## src/rtl/seq_pkg.sv

```systemverilog
// ---------------------------------------------------------------------------
// seq_pkg : shared types and defaults for the instruction sequencer
// Rev 1.0 : initial release
// ---------------------------------------------------------------------------
`default_nettype none

package seq_pkg;

  localparam int c_IW_DEFAULT    = 6;
  localparam int c_DEPTH_DEFAULT = 8;

  localparam logic [c_IW_DEFAULT-1:0] c_NOP = '0;

  typedef enum logic [0:0] {
    IDLE = 1'b0,
    RUN  = 1'b1
  } seq_state_e;

endpackage : seq_pkg

`default_nettype wire

```

## src/rtl/instr_sequencer_if.sv

```systemverilog
// ---------------------------------------------------------------------------
// instr_sequencer_if : host/core-side signal bundle of the instruction sequencer
// Rev 1.0 : initial release
// ---------------------------------------------------------------------------
`default_nettype none

interface instr_sequencer_if
  import seq_pkg::*;
#(
  parameter int IW = c_IW_DEFAULT
);

  logic          wr_en;
  logic [IW-1:0] wr_data;
  logic          clear;
  logic          start;
  logic          stop;
  logic          loop;
  logic          stall;
  logic [IW-1:0] core_instr;
  logic          core_valid;
  logic          busy;
  logic          full;
  logic          done;

  modport master (
    output wr_en, wr_data, clear, start, stop, loop, stall,
    input  core_instr, core_valid, busy, full, done
  );

  modport slave (
    input  wr_en, wr_data, clear, start, stop, loop, stall,
    output core_instr, core_valid, busy, full, done
  );

endinterface : instr_sequencer_if

`default_nettype wire

```

## src/rtl/seq_buffer.sv

```systemverilog
// ---------------------------------------------------------------------------
// seq_buffer : DEPTH x IW program store, one write port, one async read port
// Rev 1.0 : initial release
// ---------------------------------------------------------------------------
`default_nettype none

module seq_buffer
  import seq_pkg::*;
#(
  parameter int IW    = c_IW_DEFAULT,
  parameter int DEPTH = c_DEPTH_DEFAULT,
  parameter int AW    = (DEPTH > 1) ? $clog2(DEPTH) : 1
)(
  input  wire logic          clk,
  input  wire logic          i_we,
  input  wire logic [AW-1:0] i_waddr,
  input  wire logic [IW-1:0] i_wdata,
  input  wire logic [AW-1:0] i_raddr,
  output      logic [IW-1:0] o_rdata
);

  // Storage is deliberately not reset: entries above the fill count are never read.
  logic [IW-1:0] r_mem [DEPTH];

  always_ff @(posedge clk) begin
    if (i_we) begin
      r_mem[i_waddr] <= i_wdata;
    end
  end

  assign o_rdata = r_mem[i_raddr];

endmodule : seq_buffer

`default_nettype wire

```

## src/rtl/instr_sequencer.sv

```systemverilog
// ---------------------------------------------------------------------------
// instr_sequencer : buffers a short program and plays it to a core, with stall/stop;
//                   optional wrap-around replay enabled by macro SEQ_LOOP_EN
// Rev 1.0 : initial release
// ---------------------------------------------------------------------------
`default_nettype none

module instr_sequencer
  import seq_pkg::*;
#(
  parameter int IW    = c_IW_DEFAULT,
  parameter int DEPTH = c_DEPTH_DEFAULT
)(
  input  wire logic         clk,
  input  wire logic         rst,
  instr_sequencer_if.slave  bus
);

  localparam int              c_AW        = (DEPTH > 1) ? $clog2(DEPTH) : 1;
  localparam int              c_CW        = $clog2(DEPTH + 1);
  localparam logic [c_CW-1:0] c_DEPTH_CNT = c_CW'(DEPTH);
  localparam logic [c_CW-1:0] c_ONE       = c_CW'(1);
  localparam logic [IW-1:0]   c_NOP_W     = IW'(c_NOP);

  seq_state_e      r_state, w_state_nx;
  logic [c_CW-1:0] r_count, w_count_nx;
  // ptr shares the count width so the end-of-program test ptr==count also works when full.
  logic [c_CW-1:0] r_ptr,   w_ptr_nx;
  logic [IW-1:0]   r_instr, w_instr_nx;
  logic            r_valid, w_valid_nx;
  logic            r_done,  w_done_nx;

  logic            w_we;
  logic [c_AW-1:0] w_raddr;
  logic [IW-1:0]   w_rdata;
  logic            w_wrap;

`ifdef SEQ_LOOP_EN
  assign w_wrap = bus.loop;
`else
  logic w_loop_unused;
  assign w_loop_unused = bus.loop;
  assign w_wrap        = 1'b0;
`endif

  seq_buffer #(
    .IW    (IW),
    .DEPTH (DEPTH),
    .AW    (c_AW)
  ) u_buf (
    .clk     (clk),
    .i_we    (w_we),
    .i_waddr (r_count[c_AW-1:0]),
    .i_wdata (bus.wr_data),
    .i_raddr (w_raddr),
    .o_rdata (w_rdata)
  );

  always_ff @(posedge clk) begin
    if (rst) begin
      r_state <= IDLE;
      r_count <= '0;
      r_ptr   <= '0;
      r_instr <= c_NOP_W;
      r_valid <= 1'b0;
      r_done  <= 1'b0;
    end else begin
      r_state <= w_state_nx;
      r_count <= w_count_nx;
      r_ptr   <= w_ptr_nx;
      r_instr <= w_instr_nx;
      r_valid <= w_valid_nx;
      r_done  <= w_done_nx;
    end
  end

  always_comb begin
    w_state_nx = r_state;
    w_count_nx = r_count;
    w_ptr_nx   = r_ptr;
    w_instr_nx = r_instr;
    w_valid_nx = r_valid;
    w_done_nx  = 1'b0;
    w_we       = 1'b0;
    w_raddr    = r_ptr[c_AW-1:0];

    unique case (r_state)
      IDLE: begin
        if (bus.clear) begin
          w_count_nx = '0;
        end else if (bus.start && (r_count != '0)) begin
          w_raddr    = '0;
          w_state_nx = RUN;
          w_instr_nx = w_rdata;
          w_valid_nx = 1'b1;
          w_ptr_nx   = c_ONE;
        end else if (bus.wr_en && (r_count < c_DEPTH_CNT)) begin
          w_we       = 1'b1;
          w_count_nx = r_count + c_ONE;
        end
      end

      RUN: begin
        if (bus.stop) begin
          w_state_nx = IDLE;
          w_instr_nx = c_NOP_W;
          w_valid_nx = 1'b0;
          w_ptr_nx   = '0;
        end else if (!bus.stall) begin
          if (r_ptr < r_count) begin
            w_instr_nx = w_rdata;
            w_ptr_nx   = r_ptr + c_ONE;
          end else if (w_wrap) begin
            w_raddr    = '0;
            w_instr_nx = w_rdata;
            w_ptr_nx   = c_ONE;
          end else begin
            w_state_nx = IDLE;
            w_instr_nx = c_NOP_W;
            w_valid_nx = 1'b0;
            w_ptr_nx   = '0;
            w_done_nx  = 1'b1;
          end
        end
      end

      default: w_state_nx = IDLE;
    endcase
  end

  assign bus.core_instr = r_instr;
  assign bus.core_valid = r_valid;
  assign bus.busy       = (r_state == RUN);
  assign bus.full       = (r_count == c_DEPTH_CNT);
  assign bus.done       = r_done;

endmodule : instr_sequencer

`default_nettype wire

```

## src/flat_wrapper.sv

```systemverilog
// flat-port wrapper written by rule: the top's interface ports become plain ports
module instr_sequencer_flat import seq_pkg::*;
#(
  parameter int IW    = c_IW_DEFAULT,
  parameter int DEPTH = c_DEPTH_DEFAULT
)
  (clk, rst, bus_wr_en, bus_wr_data, bus_clear, bus_start, bus_stop, bus_loop, bus_stall, bus_core_instr, bus_core_valid, bus_busy, bus_full, bus_done);
  instr_sequencer_if #(.IW(IW)) bus_i ();
  input  wire logic clk;
  input  wire logic rst;
  input wire logic [$bits(bus_i.wr_en)-1:0] bus_wr_en;
  input wire logic [$bits(bus_i.wr_data)-1:0] bus_wr_data;
  input wire logic [$bits(bus_i.clear)-1:0] bus_clear;
  input wire logic [$bits(bus_i.start)-1:0] bus_start;
  input wire logic [$bits(bus_i.stop)-1:0] bus_stop;
  input wire logic [$bits(bus_i.loop)-1:0] bus_loop;
  input wire logic [$bits(bus_i.stall)-1:0] bus_stall;
  output wire logic [$bits(bus_i.core_instr)-1:0] bus_core_instr;
  output wire logic [$bits(bus_i.core_valid)-1:0] bus_core_valid;
  output wire logic [$bits(bus_i.busy)-1:0] bus_busy;
  output wire logic [$bits(bus_i.full)-1:0] bus_full;
  output wire logic [$bits(bus_i.done)-1:0] bus_done;
  assign bus_i.wr_en = bus_wr_en;
  assign bus_i.wr_data = bus_wr_data;
  assign bus_i.clear = bus_clear;
  assign bus_i.start = bus_start;
  assign bus_i.stop = bus_stop;
  assign bus_i.loop = bus_loop;
  assign bus_i.stall = bus_stall;
  assign bus_core_instr = bus_i.core_instr;
  assign bus_core_valid = bus_i.core_valid;
  assign bus_busy = bus_i.busy;
  assign bus_full = bus_i.full;
  assign bus_done = bus_i.done;
  instr_sequencer #(.IW(IW), .DEPTH(DEPTH)) u_core (.clk(clk), .rst(rst), .bus(bus_i));
endmodule
```

## config.mk

```make
export PLATFORM = sky130hd
export DESIGN_NAME = instr_sequencer_flat
export DESIGN_NICKNAME = d
export VERILOG_FILES = /design/src/rtl/seq_pkg.sv /design/src/rtl/instr_sequencer_if.sv /design/src/rtl/seq_buffer.sv /design/src/rtl/instr_sequencer.sv /design/src/flat_wrapper.sv
export SDC_FILE = /design/constraint.sdc
export NUM_CORES = 1
export LEC_CHECK = 0
export CAP_MARGIN = 20
export CORE_MARGIN = 4
export CORE_UTILIZATION = 48
export CTS_CLUSTER_DIAMETER = 40
export DETAILED_ROUTE_END_ITERATION = 8
export MAX_ROUTING_LAYER = met4
export PLACE_DENSITY = 0.7
export SKIP_LAST_GASP = 1
export SYNTH_ARGS = -nofsm -noshare
export SYNTH_HDL_FRONTEND = slang
export SYNTH_SLANG_ARGS = --single-unit
```

## constraint.sdc

```tcl
create_clock -name clk -period 2.2 [get_ports clk]
set_clock_uncertainty 0.1 [all_clocks]
set_input_delay 0.33 -clock clk [delete_from_list [all_inputs] [get_ports clk]]
set_output_delay 0.33 -clock clk [all_outputs]
set_load 0.01 [all_outputs]
```

### Word-level counts from Yosys, hierarchy flattened

Memory sizes are Yosys's and may differ from the RTL's.
Index checks and enable logic that the tools add are counted.

| storage, ports and cells | value |
|---|---|
| register bits after elaboration | 17 |
| bits in writable memories | 48 |
| input bits | 14 |
| word-level logic and storage cells | 63 |
| memories | 1 |

Memories:

| name | depth | bits a word | read ports | clocked after Yosys merged registers in | wr ports | line | RTL |
|---|---|---|---|---|---|---|---|
| u_core.u_buf.r_mem | 8 | 6 | 1 | 0 | 1 | seq_buffer.sv:23 | `logic [IW-1:0] r_mem [DEPTH];` |

| cells by class | value |
|---|---|
| add/subtract/negate cells | 2 |
| $lt $le $gt $ge | 2 |
| equality and inequality tests | 6 |
| mux-type cells | 37 |
| bitwise operators | 1 |
| reductions and logical operators | 8 |

Operator list:

| cell | count |
|---|---|
| $mux W4 | 8 |
| $mux W6 | 5 |
| $mux W1 | 17 |
| $pmux W6 S2 | 1 |
| $add A4 B1 Y4 const B | 2 |
| $pmux W4 S2 | 1 |
| $mux W3 | 2 |
| $ne A3 B3 Y1 const B | 2 |
| $pmux W3 S2 | 1 |
| $reduce_and A3 Y1 | 2 |
| $eq A4 B4 Y1 const B | 1 |
| $lt A4 B4 Y1 | 1 |
| $lt A4 B4 Y1 const B | 1 |
| $ne A2 B2 Y1 const B | 2 |
| $pmux W1 S2 | 2 |
| $reduce_and A4 Y1 | 1 |
| $reduce_bool A4 Y1 | 1 |
| $reduce_or A4 Y1 | 1 |
| $logic_and A1 B1 Y1 | 2 |
| $ne A2 B1 Y1 const B | 1 |
| $reduce_bool A2 Y1 | 1 |
| $not A1 Y1 | 1 |

### Depth between registers and ports, before layout

Gate-level depths: netlist (run 1).
An unclocked memory read counts as a cell.

| depth | value |
|---|---|
| depth in word-level cells | 10 |
| gate-level depth with buffers | 10 |
| gate-level depth less buffers | 8 |

### Modules after synthesis

A second synthesis (run 1) with hierarchy kept.

| second synthesis, totals | value |
|---|---|
| cells, all modules | 176 |
| area total of the unflattened synthesis | 2782.7 µm² |

By module, submodules not included:

| module | times used | cells each | area an instance (µm²) |
|---|---|---|---|
| seq_buffer | 1 | 82 | 1901.8 |
| instr_sequencer | 1 | 94 | 880.8 |

### Worst setup path before layout (run 1)

No wires, ideal clock.

| timing | value |
|---|---|
| kind | register -> register |
| start | register u_core.r_count[1] |
| end | memory u_core.u_buf.r_mem[0][0] (netlist bit), enable pin |
| arrival time | 1.839 ns |
| data required time | 1.723 ns |
| path slack | -0.116 ns |
| stages on the path, launching flop included | 9 |
| buffers on the path | 1 |
| period minus slack after synthesis | 2.316 ns |
| cells stage by stage | dfxtp_1 > clkbuf_1 > inv_1 > ha_1 > nand2_1 > a21oi_1 > nor2b_1 > nand2_1 > nor3_1 |

| between the ends | value |
|---|---|
| word-level cells in the longest chain between the ends | 8 |

RTL lines:

| what | line | RTL |
|---|---|---|
| start: declaration | instr_sequencer.sv:26 | `logic [c_CW-1:0] r_count, w_count_nx;` |
| start signal: assignment | instr_sequencer.sv:69 | `r_count <= w_count_nx;` |
| $lt A4 B4 Y1 | instr_sequencer.sv:97 | `end else if (bus.wr_en && (r_count < c_DEPTH_CNT)) begin` |
| $logic_and A1 B1 Y1 | instr_sequencer.sv:97 |  |
| $mux W1 | instr_sequencer.sv:97 |  |
| $mux W1 | instr_sequencer.sv:91 | `end else if (bus.start && (r_count != '0)) begin` |
| $mux W1 | instr_sequencer.sv:89 | `if (bus.clear) begin` |
| $mux W1 | instr_sequencer.sv:87 | `unique case (r_state)` |
| $mux W1 | seq_buffer.sv:26 | `if (i_we) begin` |
| $mux W1 (implied by the code) | seq_buffer.sv:27 | `r_mem[i_waddr] <= i_wdata;` |
| end: declaration | seq_buffer.sv:23 |  |

Parallel ways exist; a longest one is shown, timed or not.

### Worst setup path after layout (run 1)

| timing | value |
|---|---|
| start | register u_core.r_count[1] |
| end | output bus_full |

| between the ends | value |
|---|---|
| word-level cells in the longest chain between the ends | 1 |

RTL lines:

| what | line | RTL |
|---|---|---|
| $eq A4 B4 Y1 | instr_sequencer.sv:134 | `assign bus.full = (r_count == c_DEPTH_CNT);` |
| end: declaration | flat_wrapper.sv:21 | `output wire logic [$bits(bus_i.full)-1:0] bus_full;` |

No other way between the ends.

==> flow_summary.ini, run 1 <==
[pwr]
p_sw_share_pct = 22.3
p_comb_share_pct = 5.9
p_leak_uw = 0.00121
p_per_area_nw_per_um2 = 654
ir_drop_mv = 0.405
power.internal_uw = 1790
p_clk_share_pct = 36.4
p_switching_uw = 514
p_seq_share_pct = 57.7

[grt]
grt_overflow = 0
grt_pass1_vias = 1896
antenna_found_initial = 0
grt_max_degree = 36
grtUsageTotal_pct = 17.2
grt_pass1_wl_um = 9340

[route]
viasPerCell = 5.40
dr.first_iter.drc_count = 139
drc = 0
num_vias = 2016
drt-pass1-iter-count = 4
routedWlPerCell_um = 15.1
ant_nets = 0
routed_wl_um = 5640

[clocking]
cts_root_buffer = clkbuf_8
cts_hold_buf = 0
clk_path_buf_depth = 2
clkSlewWorstSetupHoldPaths_ns = 0.07
cts_buffers = 9
post_cts.repair.setup_buffers = 0
cts_sinks = 65
cts_tree = built
insertion_delay_ns = 0.33
htree_levels = 3
cts.repair.resized = 0

[placed_design]
dp_hpwl_um = 3990
dp.cells = 357
gp_congestion = 0.805
dpl_worst_slack_ns = -0.0338
io_buffers = 22

[critical_path]
critPathMaxStageDelay_ns = 0.54
r2r_start = u_core.r_count[1]
cp.arrival_ns = 1.64
regToRegSetupSlack_ns = 0.13
path_buf_inv = 2
critPathCaptureType = primary output
critPathTopFamily = buffers and inverters
crit_required_ns = 1.77
worstSetupStartpointType = flop
rr_worst_depth = 9
path_max_fanout = 4
crit_slowest_cell = clkdlybuf4s50_1
crit_type = flop to primary output
r2r-end = u_core.bus.core_instr[1]
path_cells = inv_2 > ha_1 > nand2_1 > nor2_1 > clkdlybuf4s50_1

[yosys]
ys_types = 39
mappedNetlistArea_um2 = 2960
ys_seq_elements = 65
synth_seq_area_share_pct = 60.2
yosys_warnings = 0
synthDominantCellAreaShare_pct = 48.7
netlist_instances = 255
yosys.area.top_type = edfxtp_1
syn_nets = 275
synth_area_leaders = edfxtp_1 49%, dfxtp_1 12%, nand2_1 5.3%
syn_area_per_cell_um2 = 11.6

[sta]
tightest_slew_ns = 0.426
relSlewSlack_pct = 71.6
drv_slew = 0
hold_viol = 0
setup_viol = 0
finalHoldWorstSlack_ns = 0.392
rsz0062_at_grt = no
tns_ns = 0
fin_ws_ns = 0.126
fmax_mhz = 482
layout_min_cycle_time_ns = 2.07
post-route-period-util_pct = 94.3

[finish]
nFillCells = 491
fin_nets = 313
regArea_um2 = 1780
area_growth_pct = 19.2
n_antenna_cell = 0
multi_input_area_um2 = 1090
fin_util_pct = 59.2
drive_gt1_share_pct = 18.1
stdcell_count = 373

[run]
cap_violations = 0

[floorplanning]
fp.dieW_um = 86.5
ios = 24
initial_core_util_pct = 49.7
die_area_um2 = 7480
die_h_um = 86.5
core_area_um2 = 5960
rows = 28

[worst_hold_path]
min_from = u_core.bus.core_valid
hold_path_depth = 2
hold_path_class = flop to flop
min_to = u_core.bus.core_valid

[status]
status = finished clean
power groups by stage:
stage          combinational (uW)  sequential (uW)  clock [uW]
6_report                      136             1330         840
5_1_grt                       150             1330         932
2_1_floorplan                71.8             1360           0
3_3_place_gp                  132             1360           0
3_5_place_dp                  135             1360           0
4_1_cts                       136             1330         865
worst register-to-register path: cells and delay by family, from the launching register on:
family | cells | cell delay, ns
compound gates | 3 | 0.51
simple gates | 3 | 0.61
buf+inv | 2 | 0.27
fa+ha+maj | 1 | 0.18
flops | 1 | 0.32
logic make-up (layout without fill, tap and decap cells):
family | Yosys count | in the layout | share of synthesized area [%]
xor+xnor | 1 | 1 | 0.296
fa+ha+maj | 6 | 6 | 2.54
buf+inv | 21 | 64 | 3.81
simple gates | 93 | 93 | 14.9
flops | 65 | 65 | 60.2
compound gates | 57 | 57 | 14.2
mux | 12 | 12 | 4.06
sequential cells by signal, summed over array words and instances (netlist names):
register               count
u_core.u_buf.r_mem        48
u_core.bus.done            1
u_core.r_count             4
u_core.bus.core_valid      1
u_core.bus.core_instr      6
u_core.r_ptr               4
u_core.bus.busy            1
synthesized netlist by cell type, drive strengths merged:
master	n
nand2b	1
or3b	1
o21a	2
nor3b	2
nor4b	1
a31oi	6
mux2i	12
nor3	9
inv	5
o221ai	6
and2	4
ha	6
a2111oi	1
xnor2	1
a22oi	1
nand2	43
a21o	7
buf	9
a21bo	1
dfxtp	17
clkbuf	7
a41oi	1
nand3	7
nor2b	4
nand3b	1
o21ai	6
or2	1
nor2	19
a221oi	6
a21oi	20
edfxtp	48
how the worst max path moves through the flow:
stage                       from                  endpoint  slack, ns  cells after the start
6_report       u_core.r_count[1]                  bus_full       0.13                      5
5_1_grt        u_core.r_count[1]  u_core.bus.core_instr[1]       0.01                      9
4_1_cts        u_core.r_count[1]  u_core.u_buf.r_mem[0][2]       0.04                      8
3_5_place_dp           bus_wr_en  u_core.u_buf.r_mem[0][3]      -0.03                      7
3_3_place_gp           bus_wr_en  u_core.u_buf.r_mem[0][3]      0.007                      7
2_1_floorplan  u_core.r_count[1]  u_core.u_buf.r_mem[0][0]      -0.12                      8
cell usage in the layout, fill, tap and decap left out, drive strengths merged, types with 3 or more instances in the layout:
cell           count
nor2              19
buf               21
nand2             43
edfxtp            48
nor3               9
mux2i             12
clkinv             3
nand3              7
nor2b              4
a21oi             20
dfxtp             17
a221oi             6
o21ai              6
clkdlybuf4s50     22
clkbuf            11
inv                5
ha                 6
a21o               7
o221ai             6
a31oi              6
and2               4
per-layer routing:
metal	share of wire (%)	routed length [um]	GRT usage (%)	vias to the layer above
met1	49	2780	24.2	964
met2	46	2580	23.9	31
li1	-	-	-	1013
met3	3.1	174	3.14	8
met5	0	0	-	-
met4	1.9	110	8.50	0
layout make-up:
cell class	instances	area share (%)
tap	75	2.66
sequential	65	50.5
timing repair buffer	43	10.8
multi-input combinational	169	30.8
inverter	5	0.532
clock buffer	11	3.73
clock inverter	5	0.923
through the flow:
step / instance area, um^2 / total power [uW]
6_report: 3530 / 2310
2_1_floorplan: 2960 / 1430
3_5_place_dp: 3340 / 1490
4_1_cts: 3500 / 2330
5_1_grt: 3530 / 2410
3_3_place_gp: 3340 / 1490
No activity file was read; power rests on OpenSTA's default activity.
==> inputs of run 2 (changes only) <==
==> constraint.sdc (replaced) <==
create_clock -name clk -period 1.7 [get_ports clk]
set_clock_uncertainty 0.1 [all_clocks]
set_input_delay 0.255 -clock clk [delete_from_list [all_inputs] [get_ports clk]]
set_output_delay 0.255 -clock clk [all_outputs]
set_load 0.01 [all_outputs]
==> run 2 against run 1 <==
  * The run now ends with negative setup slack left
  * Critical endpoint is now u_core.u_buf.r_mem[4][3]
  * First-iteration DRC count rose by 100%
  * Setup slack got worse by 0.40 ns
  * Cell area rose by 20%
  * Clock-buffer cell count fell by 2
  * Flip-flop and latch count did not move
  * Power rose by 44%
  * Hold slack got worse by 0.026 ns
  * Routed wire length rose by 22%
  * Clock power rose by 58%
  * Largest power group unchanged
==> flow_summary.ini, run 2 (synthesis gave the netlist of run 1 again) <==
[status]
status = finished with violations
failed_checks = negative setup slack

[pwr]
p_seq_share_pct = 51.9
p_comb_share_pct = 8.1
p_per_area_nw_per_um2 = 785
p_leak_uw = 0.00147
p_switching_uw = 782
ir_drop_mv = 0.786
power_uw = 3320
p_sw_share_pct = 23.6
p_clk_share_pct = 40.0
power.internal_uw = 2540

[critical_path]
regToRegSetupSlack_ns = -0.27
r2r_start = u_core.r_count[1]
crit_type = flop to flop
crit_required_ns = 1.67
rr_worst_depth = 9
r2r-end = u_core.u_buf.r_mem[4][3]
cp.arrival_ns = 1.94
critPathCaptureType = flop
worstSetupStartpointType = flop
path_max_fanout = 6

[sta]
rsz0062_at_grt = yes
hold_viol = 0
relSlewSlack_pct = 79.4
layout_min_cycle_time_ns = 1.97
post-route-period-util_pct = 116
fin_ws_ns = -0.273
tightest_slew_ns = 0.308
setup_viol = 59
drv_slew = 0
fmax_mhz = 507

[finish]
final_common_cell = edfxtp_1
n_antenna_cell = 0
final_area_um2 = 4230
nFillCells = 400
drive_gt1_share_pct = 40.4
fin_nets = 344
largest_reg_flops = 48
area_growth_pct = 42.9
most-common-layout-cells = 48 x edfxtp_1, 35 x buf_4, 32 x nand2_1, 20 x clkdlybuf4s50_1, 18 x a21oi_1
max_flop_register = u_core.u_buf.r_mem

[route]
ant_nets = 0
drt-pass1-iter-count = 4
routed_wl_um = 6880
top_layer_used = met4
wl_met2_um = 3240
viasPerCell = 5.53
routedWlPerCell_um = 17.0
drc = 0
met1_length_um = 3150
num_vias = 2233
wl_met3_um = 335
dr.first_iter.drc_count = 284

[floorplanning]
ios = 24
fp.dieW_um = 86.5
die_h_um = 86.5
core_area_um2 = 5960
initial_core_util_pct = 49.7
rows = 28
die_area_um2 = 7480

[grt]
grt_pass1_wl_um = 10800
grt_overflow = 0
grt_max_degree = 25
grt_pass1_vias = 2096
grtUsageTotal_pct = 20.1
antenna_found_initial = 0

[worst_hold_path]
min_from = u_core.bus.core_valid
hold_path_depth = 2
hold_path_class = flop to flop
min_to = u_core.bus.core_valid

[placed_design]
io_buffers = 22
place_area_um2 = 3650
dpl_worst_slack_ns = -0.423
dp_hpwl_um = 4350
gp_congestion = 0.790

[clocking]
cts_root_buffer = clkbuf_8
cts_buffers = 9
cts_tree = built
htree_levels = 3
cts_sinks = 65
clk_path_buf_depth = 2
clkSlewWorstSetupHoldPaths_ns = 0.08
insertion_delay_ns = 0.34

[run]
cap_violations = 0
run 2: routing by layer:
layer	GRT usage, %	vias up
li1	-	1075
met1	28.4	1090
met2	27.7	56
met3	4.09	12
met4	9.35	0
met5	-	-
run 2: final cells by class:
cell class | instances | area (um^2) | share of cell area (%)
Sequential cell | 65 | 1790 | 42.3
Inverter | 5 | 30.0 | 0.710
Multi-Input combinational cell | 169 | 1380 | 32.6
Timing Repair Buffer | 74 | 733 | 17.3
Tap cell | 75 | 93.8 | 2.22
Clock inverter | 7 | 77.6 | 1.83
Clock buffer | 9 | 124 | 2.93
run 2: worst max path at each step:
stage / slack [ns] / start / end
2_1_floorplan: -0.26 / u_core.r_count[1] / u_core.bus.core_instr[0]
3_3_place_gp: -0.38 / bus_start / u_core.bus.core_instr[1]
3_5_place_dp: -0.42 / bus_start / u_core.bus.core_instr[0]
4_1_cts: -0.24 / u_core.r_count[1] / u_core.bus.core_instr[1]
5_1_grt: -0.35 / u_core.r_count[1] / u_core.bus.core_instr[4]
6_report: -0.27 / u_core.r_count[1] / u_core.u_buf.r_mem[4][3]
run 2: per-stage QoR:
stage               setup TNS (ns)  cells  util, %  hold WS [ns]
finish                      -12.61    404     71.0         0.366
floorplan                   -12.23    255        -         0.231
global placement            -16.59    368     61.4         0.365
CTS                          -8.74    396     67.3         0.384
detailed placement          -17.95    368     61.4         0.373
global route                -17.26    404     71.0         0.391
run 2: what timing repair did:
item,in CTS,in global routing
pin swaps,14,10
hold buffers,0,0
hold endpoints to repair,0,0
setup buffers,12,8
setup endpoints to repair,62,62
resized for setup,19,34
cloned,0,1
run 2: power groups by stage:
stage / sequential, uW / clock, uW / combinational [uW]
finish: 1720 / 1330 / 268
detailed placement: 1760 / 0 / 223
floorplan: 1760 / 0 / 114
global route: 1720 / 1440 / 288
CTS: 1720 / 1350 / 238
global placement: 1760 / 0 / 219
run 2: critical path: stages (launching register included):
cell and delay (ns):
dfxtp_4 0.37, inv_8 0.07, ha_4 0.13, buf_4 0.11, nand2_4 0.06, a21oi_4 0.13
nor2b_4 0.23, nand2_4 0.12, nor3_4 0.22, buf_12 0.15
